File: config.mk
export PLATFORM = sky130hd
export DESIGN_NAME = pll_reset_sequencer
export DESIGN_NICKNAME = d
export VERILOG_FILES = /design/src/rtl/pll_reset_sequencer.sv
export SDC_FILE = /design/constraint.sdc
export NUM_CORES = 1
export LEC_CHECK = 0
export CAP_MARGIN = 20
export CORE_MARGIN = 1
export CORE_UTILIZATION = 40
export CTS_CLUSTER_SIZE = 16
export DETAILED_ROUTE_END_ITERATION = 10
export HOLD_SLACK_MARGIN = 0.08
export PLACE_DENSITY = 0.69
export SLEW_MARGIN = 20
export SYNTH_ARGS = -nofsm -noshare
export SYNTH_HDL_FRONTEND = slang
export SYNTH_SLANG_ARGS = --single-unit
File: constraint.sdc
create_clock -name clk -period 2.66 [get_ports clk]
set_input_delay 0.532 -clock clk [delete_from_list [all_inputs] [get_ports clk]]
set_output_delay 0.532 -clock clk [all_outputs]
set_load 0.02 [all_outputs]
File: src/rtl/pll_reset_sequencer.sv
// pll_reset_sequencer: synchronises PLL lock, waits for stable lock, then
// releases NUM_CH domain resets one after another. Any loss of lock puts
// every domain back into reset.
// Optional feature macro: LOCK_LOSS_CNT_EN (saturating lock-loss counter;
// when undefined, lock_loss_cnt is tied to zero and no counter flops exist).
module pll_reset_sequencer #(
  parameter int unsigned NUM_CH         = 3,
  parameter int unsigned SYNC_STAGES    = 2,
  parameter int unsigned HOLD_CYCLES    = 4,
  parameter int unsigned STAGGER_CYCLES = 2
) (
  input  logic              clk,
  input  logic              rst_n,
  input  logic              pll_locked,
  input  logic              soft_rst_req,
  output logic [NUM_CH-1:0] ch_rst_n,
  output logic              ready,
  output logic [7:0]        lock_loss_cnt
);

  localparam int unsigned HOLD_W = (HOLD_CYCLES > 1) ? $clog2(HOLD_CYCLES) : 1;
  localparam int unsigned STG_W  = (STAGGER_CYCLES > 1) ? $clog2(STAGGER_CYCLES) : 1;
  localparam logic [HOLD_W-1:0] HOLD_LAST = HOLD_W'(HOLD_CYCLES - 1);
  localparam logic [STG_W-1:0]  STG_LAST  = STG_W'(STAGGER_CYCLES - 1);

  typedef enum logic [1:0] {
    ST_IDLE    = 2'd0,
    ST_HOLD    = 2'd1,
    ST_RELEASE = 2'd2,
    ST_RUN     = 2'd3
  } state_e;

  logic [SYNC_STAGES-1:0] sync_q, sync_d;
  logic                   lock_s;
  state_e                 state_q, state_d;
  logic [HOLD_W-1:0]      hold_cnt_q, hold_cnt_d;
  logic [STG_W-1:0]       stg_cnt_q, stg_cnt_d;
  logic [NUM_CH-1:0]      ch_q, ch_d;
  logic                   ready_q, ready_d;

  // Lock synchroniser: shift pll_locked through SYNC_STAGES flops
  always_comb begin
    sync_d = {sync_q[SYNC_STAGES-2:0], pll_locked};
  end

  assign lock_s = sync_q[SYNC_STAGES-1];

  // Next-state and next-output logic; lock loss beats soft reset beats progress
  always_comb begin
    state_d    = state_q;
    hold_cnt_d = hold_cnt_q;
    stg_cnt_d  = stg_cnt_q;
    ch_d       = ch_q;
    ready_d    = ready_q;

    if (state_q == ST_IDLE) begin
      ch_d       = '0;
      ready_d    = 1'b0;
      hold_cnt_d = '0;
      stg_cnt_d  = '0;
      if (lock_s) begin
        state_d = ST_HOLD;
      end
    end else if (!lock_s) begin
      state_d    = ST_IDLE;
      ch_d       = '0;
      ready_d    = 1'b0;
      hold_cnt_d = '0;
      stg_cnt_d  = '0;
    end else if (soft_rst_req) begin
      state_d    = ST_HOLD;
      ch_d       = '0;
      ready_d    = 1'b0;
      hold_cnt_d = '0;
      stg_cnt_d  = '0;
    end else begin
      case (state_q)
        ST_HOLD: begin
          if (hold_cnt_q == HOLD_LAST) begin
            hold_cnt_d = '0;
            stg_cnt_d  = '0;
            ch_d       = NUM_CH'(1);
            if (NUM_CH == 1) begin
              state_d = ST_RUN;
              ready_d = 1'b1;
            end else begin
              state_d = ST_RELEASE;
            end
          end else begin
            hold_cnt_d = HOLD_W'(hold_cnt_q + 1'b1);
          end
        end
        ST_RELEASE: begin
          if (stg_cnt_q == STG_LAST) begin
            stg_cnt_d = '0;
            ch_d      = NUM_CH'({ch_q, 1'b1});
            if (ch_d[NUM_CH-1]) begin
              state_d = ST_RUN;
              ready_d = 1'b1;
            end
          end else begin
            stg_cnt_d = STG_W'(stg_cnt_q + 1'b1);
          end
        end
        default: begin
          // ST_RUN: outputs hold their values
        end
      endcase
    end
  end

  // State, counter and output registers
  always_ff @(posedge clk or negedge rst_n) begin
    if (!rst_n) begin
      sync_q     <= '0;
      state_q    <= ST_IDLE;
      hold_cnt_q <= '0;
      stg_cnt_q  <= '0;
      ch_q       <= '0;
      ready_q    <= 1'b0;
    end else begin
      sync_q     <= sync_d;
      state_q    <= state_d;
      hold_cnt_q <= hold_cnt_d;
      stg_cnt_q  <= stg_cnt_d;
      ch_q       <= ch_d;
      ready_q    <= ready_d;
    end
  end

  assign ch_rst_n = ch_q;
  assign ready    = ready_q;

`ifdef LOCK_LOSS_CNT_EN
  logic [7:0] loss_cnt_q, loss_cnt_d;

  // Saturating count of lock losses seen outside IDLE
  always_comb begin
    loss_cnt_d = loss_cnt_q;
    if ((state_q != ST_IDLE) && !lock_s && (loss_cnt_q != 8'hFF)) begin
      loss_cnt_d = 8'(loss_cnt_q + 8'd1);
    end
  end

  // Lock-loss counter register
  always_ff @(posedge clk or negedge rst_n) begin
    if (!rst_n) begin
      loss_cnt_q <= 8'd0;
    end else begin
      loss_cnt_q <= loss_cnt_d;
    end
  end

  assign lock_loss_cnt = loss_cnt_q;
`else
  assign lock_loss_cnt = 8'd0;
`endif

endmodule
-- Word-level counts from Yosys, hierarchy flattened
Cells that the tools add are included.
- bits in registers: 11
- bits of input ports: 4
- muxes and demuxes: 31
- add/subtract/negate cells: 2
- equal/unequal tests: 12
- reductions and logical operators: 5
- operators with widths (cell ; number):
    two-way mux 2 bit ; 12
    inequality test 4 x 2 -> 1 bit (second input constant) ; 4
    two-way mux 3 bit ; 5
    inequality test 5 bit (second input constant) ; 3
    two-way mux 1 bit ; 11
    case mux 3 bit (2 select lines) ; 1
    AND reduction 3 bit ; 2
    inequality test 5 x 2 -> 1 bit (second input constant) ; 1
    AND reduction 5 bit ; 1
    equality test 2 bit (second input constant) ; 2
    case mux 2 bit (2 select lines) ; 1
    adder 2 x 1 -> 2 bit (second input constant) ; 1
    equality test 2 x 1 -> 1 bit (second input constant) ; 1
    logical NOT 2 bit ; 1
    inequality test 2 bit (second input constant) ; 1
    case mux 1 bit (2 select lines) ; 1
    AND reduction 2 bit ; 1
    adder 1 bit (second input constant) ; 1

-- Logic depth before layout (Yosys ltp)
Gate-level depths: netlist of the first run.
- depth in word-level cells: 6
- depth in mapped cells: 4
- mapped depth without buffers: 4

-- Worst setup path before layout of the first run
OpenSTA, ideal clock, no wires.
- path type: register to register
- start point: reg hold_cnt_q[0]
- end point: reg ch_q[2], in the netlist ch_rst_n[2]
- clock period less this slack: 1.102 ns
- path slack: 1.558 ns
- data required time: 2.578 ns
- buffers on the path: 0
- stages on the path, launching flop included: 5
- data arrival time: 1.020 ns
- path through: dfrtp_1 > ha_1 > and2b_1 > nand2_1 > a31oi_1
- longest elaborated chain between the ends: 3
- RTL lines (item ; RTL line ; text):
    start: declaration ; 36 ; logic [HOLD_W-1:0] hold_cnt_q, hold_cnt_d;
    start signal: assignment ; 124 ; hold_cnt_q <= hold_cnt_d;
    equality test 2 bit ; 79 ; if (hold_cnt_q == HOLD_LAST) begin
    inequality test 5 bit (no line) ; -- ;
    AND reduction 3 bit (no line) ; -- ;
    end signal: assignment ; 126 ; ch_q <= ch_d;
    end: declaration ; 38 ; logic [NUM_CH-1:0] ch_q, ch_d;
No other way between the ends.
A chain may end at the register's enable or synchronous reset.

-- Worst setup path after layout of the first run
- start point: reg ch_q[1], in the netlist ch_rst_n[1]
- end point: out ch_rst_n[1]
- RTL lines (item ; RTL line ; text):
    end: declaration ; 16 ; output logic [NUM_CH-1:0] ch_rst_n,
No word-level cell between the ends.

==> impl_results.md, run 1 <==
* Status: finished clean
* Final min period at 1.853 ns
* Initial DRC count at 5
* Worst reg-to-reg setup slack at 1.43 ns
* Number of max-cap violations at 0
* Slowest cell on crit path: clkdlybuf4s50_1
* Area grow syn2layout at 12.47%
* Maximum vdd drop at 0.3841 mV
* Util after Layout at 0.4830
* Post-CTS setup buffer count at 0
* Seq cells post-synth at 11
* Total power at 0.3081 mW
* Final HPWL DP at 671.2 µm
* FMAX at 539.8 MHz
* Synth warn at 0
* Die W at ~39 µm
* GPL Wtd Cong at 0.7363
* Vias in the first global route at 385
* Clk sinks at 11
* Cell Area, Synth at between 500 and 600 µm²
* Final WL at slightly above 900 µm
* Starting density of the core at 0.4294
* CTS Buf Count at 3
* Largest net degree at the start of global routing at 16
* IO Count at 16
* Critical path type: flop to output port
* Filler cell count in the final layout at 134
* Via-to-Cell Ratio at 5.111
* Antenna diodes at 0
* Pre-CTS WS at 1.083 ns
* Final setup viols at 0
* Leading cell types in the layout, fill and taps excluded: dfrtp_1 (11), conb_1 (8), clkdlybuf4s50_1 (7)
* Synthesized instance count at 58
* Remaining Overflow, GRT at 0
* CTS Hold Bufs at 0
* Row count at 13
* Most common cell after layout, fill and taps aside: dfrtp_1
* Setup Skew at 0.007364 ns
* Worst skew pair latency at about 0.26 ns
* Post-cts sizing count at 0
* Clock-pin transition on the worst setup and hold timing paths at 0.07 ns
* Sequential share of the synthesized area at 0.4989
* P per Cell Area at 496.5 nW/µm²
* Fin crit share at 0.6965
* CP top delay family: buffers and inverters
* Drt pass-1 iters at 3
* Yosys cell types at 21
* Slew Viols, Final at 0
* CP arrival at 1.32 ns
* Worst path bufs/invs at 1
* Clk root buf: clkbuf_4
* Total track usage at 0.1774
* Wire length per cell at 11.19 µm
* Setup ws final at slightly above 0.8 ns
* Final TNS setup at 0 ns
* CP required at 2.13 ns
* Layout Nets at 72
* H-Tree Level Count at 1
* Storage cell area at 275.3 µm²
* Share of cells above drive strength 1 at 0.04545
* Area of the die at 1532 µm²
* Endpoint class of the critical path: output port
* Synth Area per Inst at 9.513 µm²
* Vias at 414
* Startpoint types: flop
* Antenna violations before repair at 0
* Worst Path Max Fanout at 6
* First-pass GRT wire length at 1690 µm
* Routed Antenna Nets at 0
* CTS Buffer Depth at 2
* CP max stage delay at 0.63 ns
* IO Port Bufs at 7
* Type of the tightest min-delay check: flop to flop
* Hold Vio Cnt, Final at 0
* CTS tree: done
* Core ar. at ~1300 µm²
* Lkg Pwr at approximately 0.27 nW
* Unrepaired setup endpoints after global routing: no
* Die height at 39.14 µm
* Multi-input gate area at 226.5 µm²
* Worst path cell trace: clkdlybuf4s50_1
* # DRC at 0
[where the power goes]
group	internal, mW	switching, mW	total [mW]
combinational	0.00739	0.0182	0.0256
sequential	0.170	0.00326	0.174
clock	0.0579	0.0511	0.109
[final timing paths]
| kind | from | depth (start not counted) | to |
|---|---|---|---|
| hold / removal | sync_q[0]$_DFF_PN0_ | 0 | sync_q[1]$_DFF_PN0_ |
| setup / recovery | ch_rst_n[1]$_DFFE_PN0P_ | 1 | ch_rst_n[1] |
| hold reg to reg | sync_q[0]$_DFF_PN0_ | 0 | sync_q[1]$_DFF_PN0_ |
| max in group asynchronous | rst_n | 1 | hold_cnt_q[1]$_DFFE_PN0P_ |
| setup reg to reg | hold_cnt_q[0]$_DFFE_PN0P_ | 4 | ch_rst_n[2]$_DFFE_PN0P_ |
| min in group asynchronous | rst_n | 1 | stg_cnt_q$_DFFE_PN0P_ |
[state kept, by name, indices dropped and copies added (netlist names)]
signal,count
hold_cnt_q,2
sync_q,2
state_q,2
ch_rst_n,3
ready,1
stg_cnt_q,1
[per-stage QoR]
| step | instances | area [µm²] | hold WS (ns) |
|---|---|---|---|
| 2_1_floorplan | 65 | 578.1 | 0.2364 |
| 3_5_place_dp | 77 | 594.3 | 0.3570 |
| 4_1_cts | 81 | 620.6 | 0.3713 |
| 5_1_grt | 81 | 620.6 | 0.3813 |
| 6_report | 81 | 620.6 | 0.3670 |
| 3_3_place_gp | 77 | 594.3 | 0.3340 |
[cells in the mapped netlist]
library cell	n	area share
inv_1	1	0.0068
nand2_1	5	0.034
a21oi_1	6	0.054
nor4b_1	1	0.016
buf_2	1	0.0091
a31oi_1	3	0.034
dfrtp_1	11	0.50
o21ai_0	1	0.0091
nand3b_1	1	0.014
nor2b_1	1	0.011
ha_1	1	0.023
conb_1	1	0.0068
and2b_1	2	0.027
o31ai_1	1	0.014
o21ai_1	1	0.0091
nand3_1	4	0.036
nand2b_1	2	0.023
a32oi_1	1	0.016
nor2_1	4	0.027
buf_4	9	0.12
nor3_1	1	0.0091
[routing by layer]
layer | wire, µm | global-route usage
met2 | 465 | 0.2958
met5 | 0 | 0
met1 | 385 | 0.1971
met4 | 6 | 0.05172
met3 | 48 | 0.08671
[cell type report]
cell class,count,area share
Multi-Input combinational cell,43,0.3649
Timing Repair Buffer,7,0.1129
Inverter,1,0.006048
Sequential cell,11,0.4435
Clock buffer,4,0.04234
Tap cell,15,0.03024
[kinds of logic (layout without fill, tap and decap cells)]
family,after synthesis,after routing,share of synthesized area
buffers and inverters,11,12,0.1383
adder cells (fa/ha/maj),1,1,0.02267
AO/OA/AOI/OAI,13,13,0.1361
other,1,8,0.006796
flip-flops,11,11,0.4989
AND/OR/NAND/NOR,21,21,0.1973
Power figures use the tool's default switching activity.
==> run 2, diff against run 1 <==
==> constraint.sdc (replaced) <==
create_clock -name clk -period 1.95 [get_ports clk]
set_input_delay 0.39 -clock clk [delete_from_list [all_inputs] [get_ports clk]]
set_output_delay 0.39 -clock clk [all_outputs]
set_load 0.02 [all_outputs]
==> impl_results.md, run 2 (synthesized netlist as in run 1, its figures left out) <==
* Status: finished clean
* Die W at 39.14 µm
* Most common cell after layout, fill and taps aside: dfrtp_1
* P per Cell Area at between 600 and 700 nW/µm²
* Setup ws final at 0.2401 ns
* Lkg Pwr at 0.2709 nW
* Core ar. at around 1300 µm²
* Slew Viols, Final at 0
* Endpoint class of the critical path: output port
* Final HPWL DP at 668.7 µm
* Maximum vdd drop at 0.5214 mV
* Worst R2R Path Depth at 4
* Share of cells above drive strength 1 at 0.04545
* CP top delay family: buffers and inverters
* Critical path type: flop to output port
* Startpoint types: flop
* Slowest cell on crit path: clkdlybuf4s50_1
* Via-to-Cell Ratio at 5.111
* Leading cell types in the layout, fill and taps excluded: dfrtp_1 (11), conb_1 (8), clkdlybuf4s50_1 (7)
* Final setup viols at 0
* Setup Skew at between 0.008 and 0.009 ns
* CP Depth at 1
* Worst Path Max Fanout at 6
* CP required at 1.56 ns
* Pre-CTS WS at 0.5115 ns
* CTS tree: done
* Unrepaired setup endpoints after global routing: no
* Post-CTS setup buffer count at 0
* Row count at 13
* Area grow syn2layout at 12.47%
* Worst R2R Start: hold_cnt_q[0]$_DFFE_PN0P_
* Final min period at 1.710 ns
* Placed inst area at 594.3 µm²
* Antenna diodes at 0
* Worst path cell trace: clkdlybuf4s50_1
* Total track usage at 0.1762
* Routed Antenna Nets at 0
* Clk root buf: clkbuf_4
* Remaining Overflow, GRT at 0
* Layout Nets at 72
* Hold Vio Cnt, Final at 0
* Antenna violations before repair at 0
* Post-cts sizing count at 0
* Type of the tightest min-delay check: flop to flop
* Number of max-cap violations at 0
* CTS Buffer Depth at 2
* # DRC at 0
* Starting density of the core at 0.4294
* Die height at 39.14 µm
* DP Cell Count at 77
* IO Count at 16
* Vias at 414
* FMAX at 584.8 MHz
* CTS Buf Count at 3
* Area of the die at ~1500 µm²
* Critical path origin: ch_rst_n[1]$_DFFE_PN0P_
* Largest net degree at the start of global routing at 16
* GPL Wtd Cong at 0.7361
* Clock-pin transition on the worst setup and hold timing paths at 0.07 ns
* Fin crit share at 0.8769
* CP max stage delay at 0.63 ns
* Final WL at 906 µm
* Min-delay src: sync_q[0]$_DFF_PN0_
* Drt pass-1 iters at 2
* Worst skew pair latency at 0.26 ns
* Worst path bufs/invs at 1
* Wire length per cell at ~11 µm
* IO Port Bufs at 7
* First-pass GRT wire length at 1683 µm
* Vias in the first global route at 384
* Filler cell count in the final layout at around 130
* CP arrival at 1.32 ns
* Final TNS setup at 0 ns
* Clk sinks at 11
* H-Tree Level Count at 1
* CTS Hold Bufs at 0
* Initial DRC count at 4
* Flip-flop count of the largest register after layout at 3
* Design area at ~620 µm²
* Min-Delay Path Depth at 0
* Finished Layout Cells at 81
-- run 2: cell counts in the layout (fill, tap and decap cells not counted) --
Identical to the previous run, type by type.
-- run 2: routing by layer --
metal | up-vias | track usage | routed length [µm]
met1 | 197 | 0.1971 | 391
met4 | 0 | 0.05172 | 6
met5 | - | 0 | 0
li1 | 204 | - | -
met3 | 2 | 0.08671 | 50
met2 | 11 | 0.2917 | 459
-- run 2: worst paths after layout --
kind | endpoint | slack (ns)
max | ch_rst_n[1] | 0.24
min | sync_q[1]$_DFF_PN0_ | 0.37
max reg2reg | ch_rst_n[2]$_DFFE_PN0P_ | 0.72
min reg2reg | sync_q[1]$_DFF_PN0_ | 0.37
max in group asynchronous | hold_cnt_q[1]$_DFFE_PN0P_ | 1.16
min in group asynchronous | stg_cnt_q$_DFFE_PN0P_ | 0.45
-- run 2: area by class of cell --
type | instances | area, µm² | share of cell area
repair buffers | 7 | 70.07 | 0.1129
inverters | 1 | 3.754 | 0.006048
flip-flops and latches | 11 | 275.3 | 0.4435
multi-input cells | 43 | 226.5 | 0.3649
well taps | 15 | 18.77 | 0.03024
clock buffers | 4 | 26.28 | 0.04234
-- run 2: stage by stage --
stage / utilization / hold slack [ns] / power [mW]
global placement: 0.4625 / 0.3341 / 0.2759
CTS: 0.4830 / 0.3713 / 0.4271
detailed placement: 0.4625 / 0.3570 / 0.2768
finish: 0.4830 / 0.3651 / 0.4200
floorplan: - / 0.09441 / 0.2765
global route: 0.4830 / 0.3812 / 0.4425
-- run 2: report_power, final --
group | leakage (nW) | internal (mW) | switching, mW
sequential | 0.146 | 0.232 | 0.00443
clock | 0.0150 | 0.0789 | 0.0693
combinational | 0.110 | 0.0101 | 0.0250
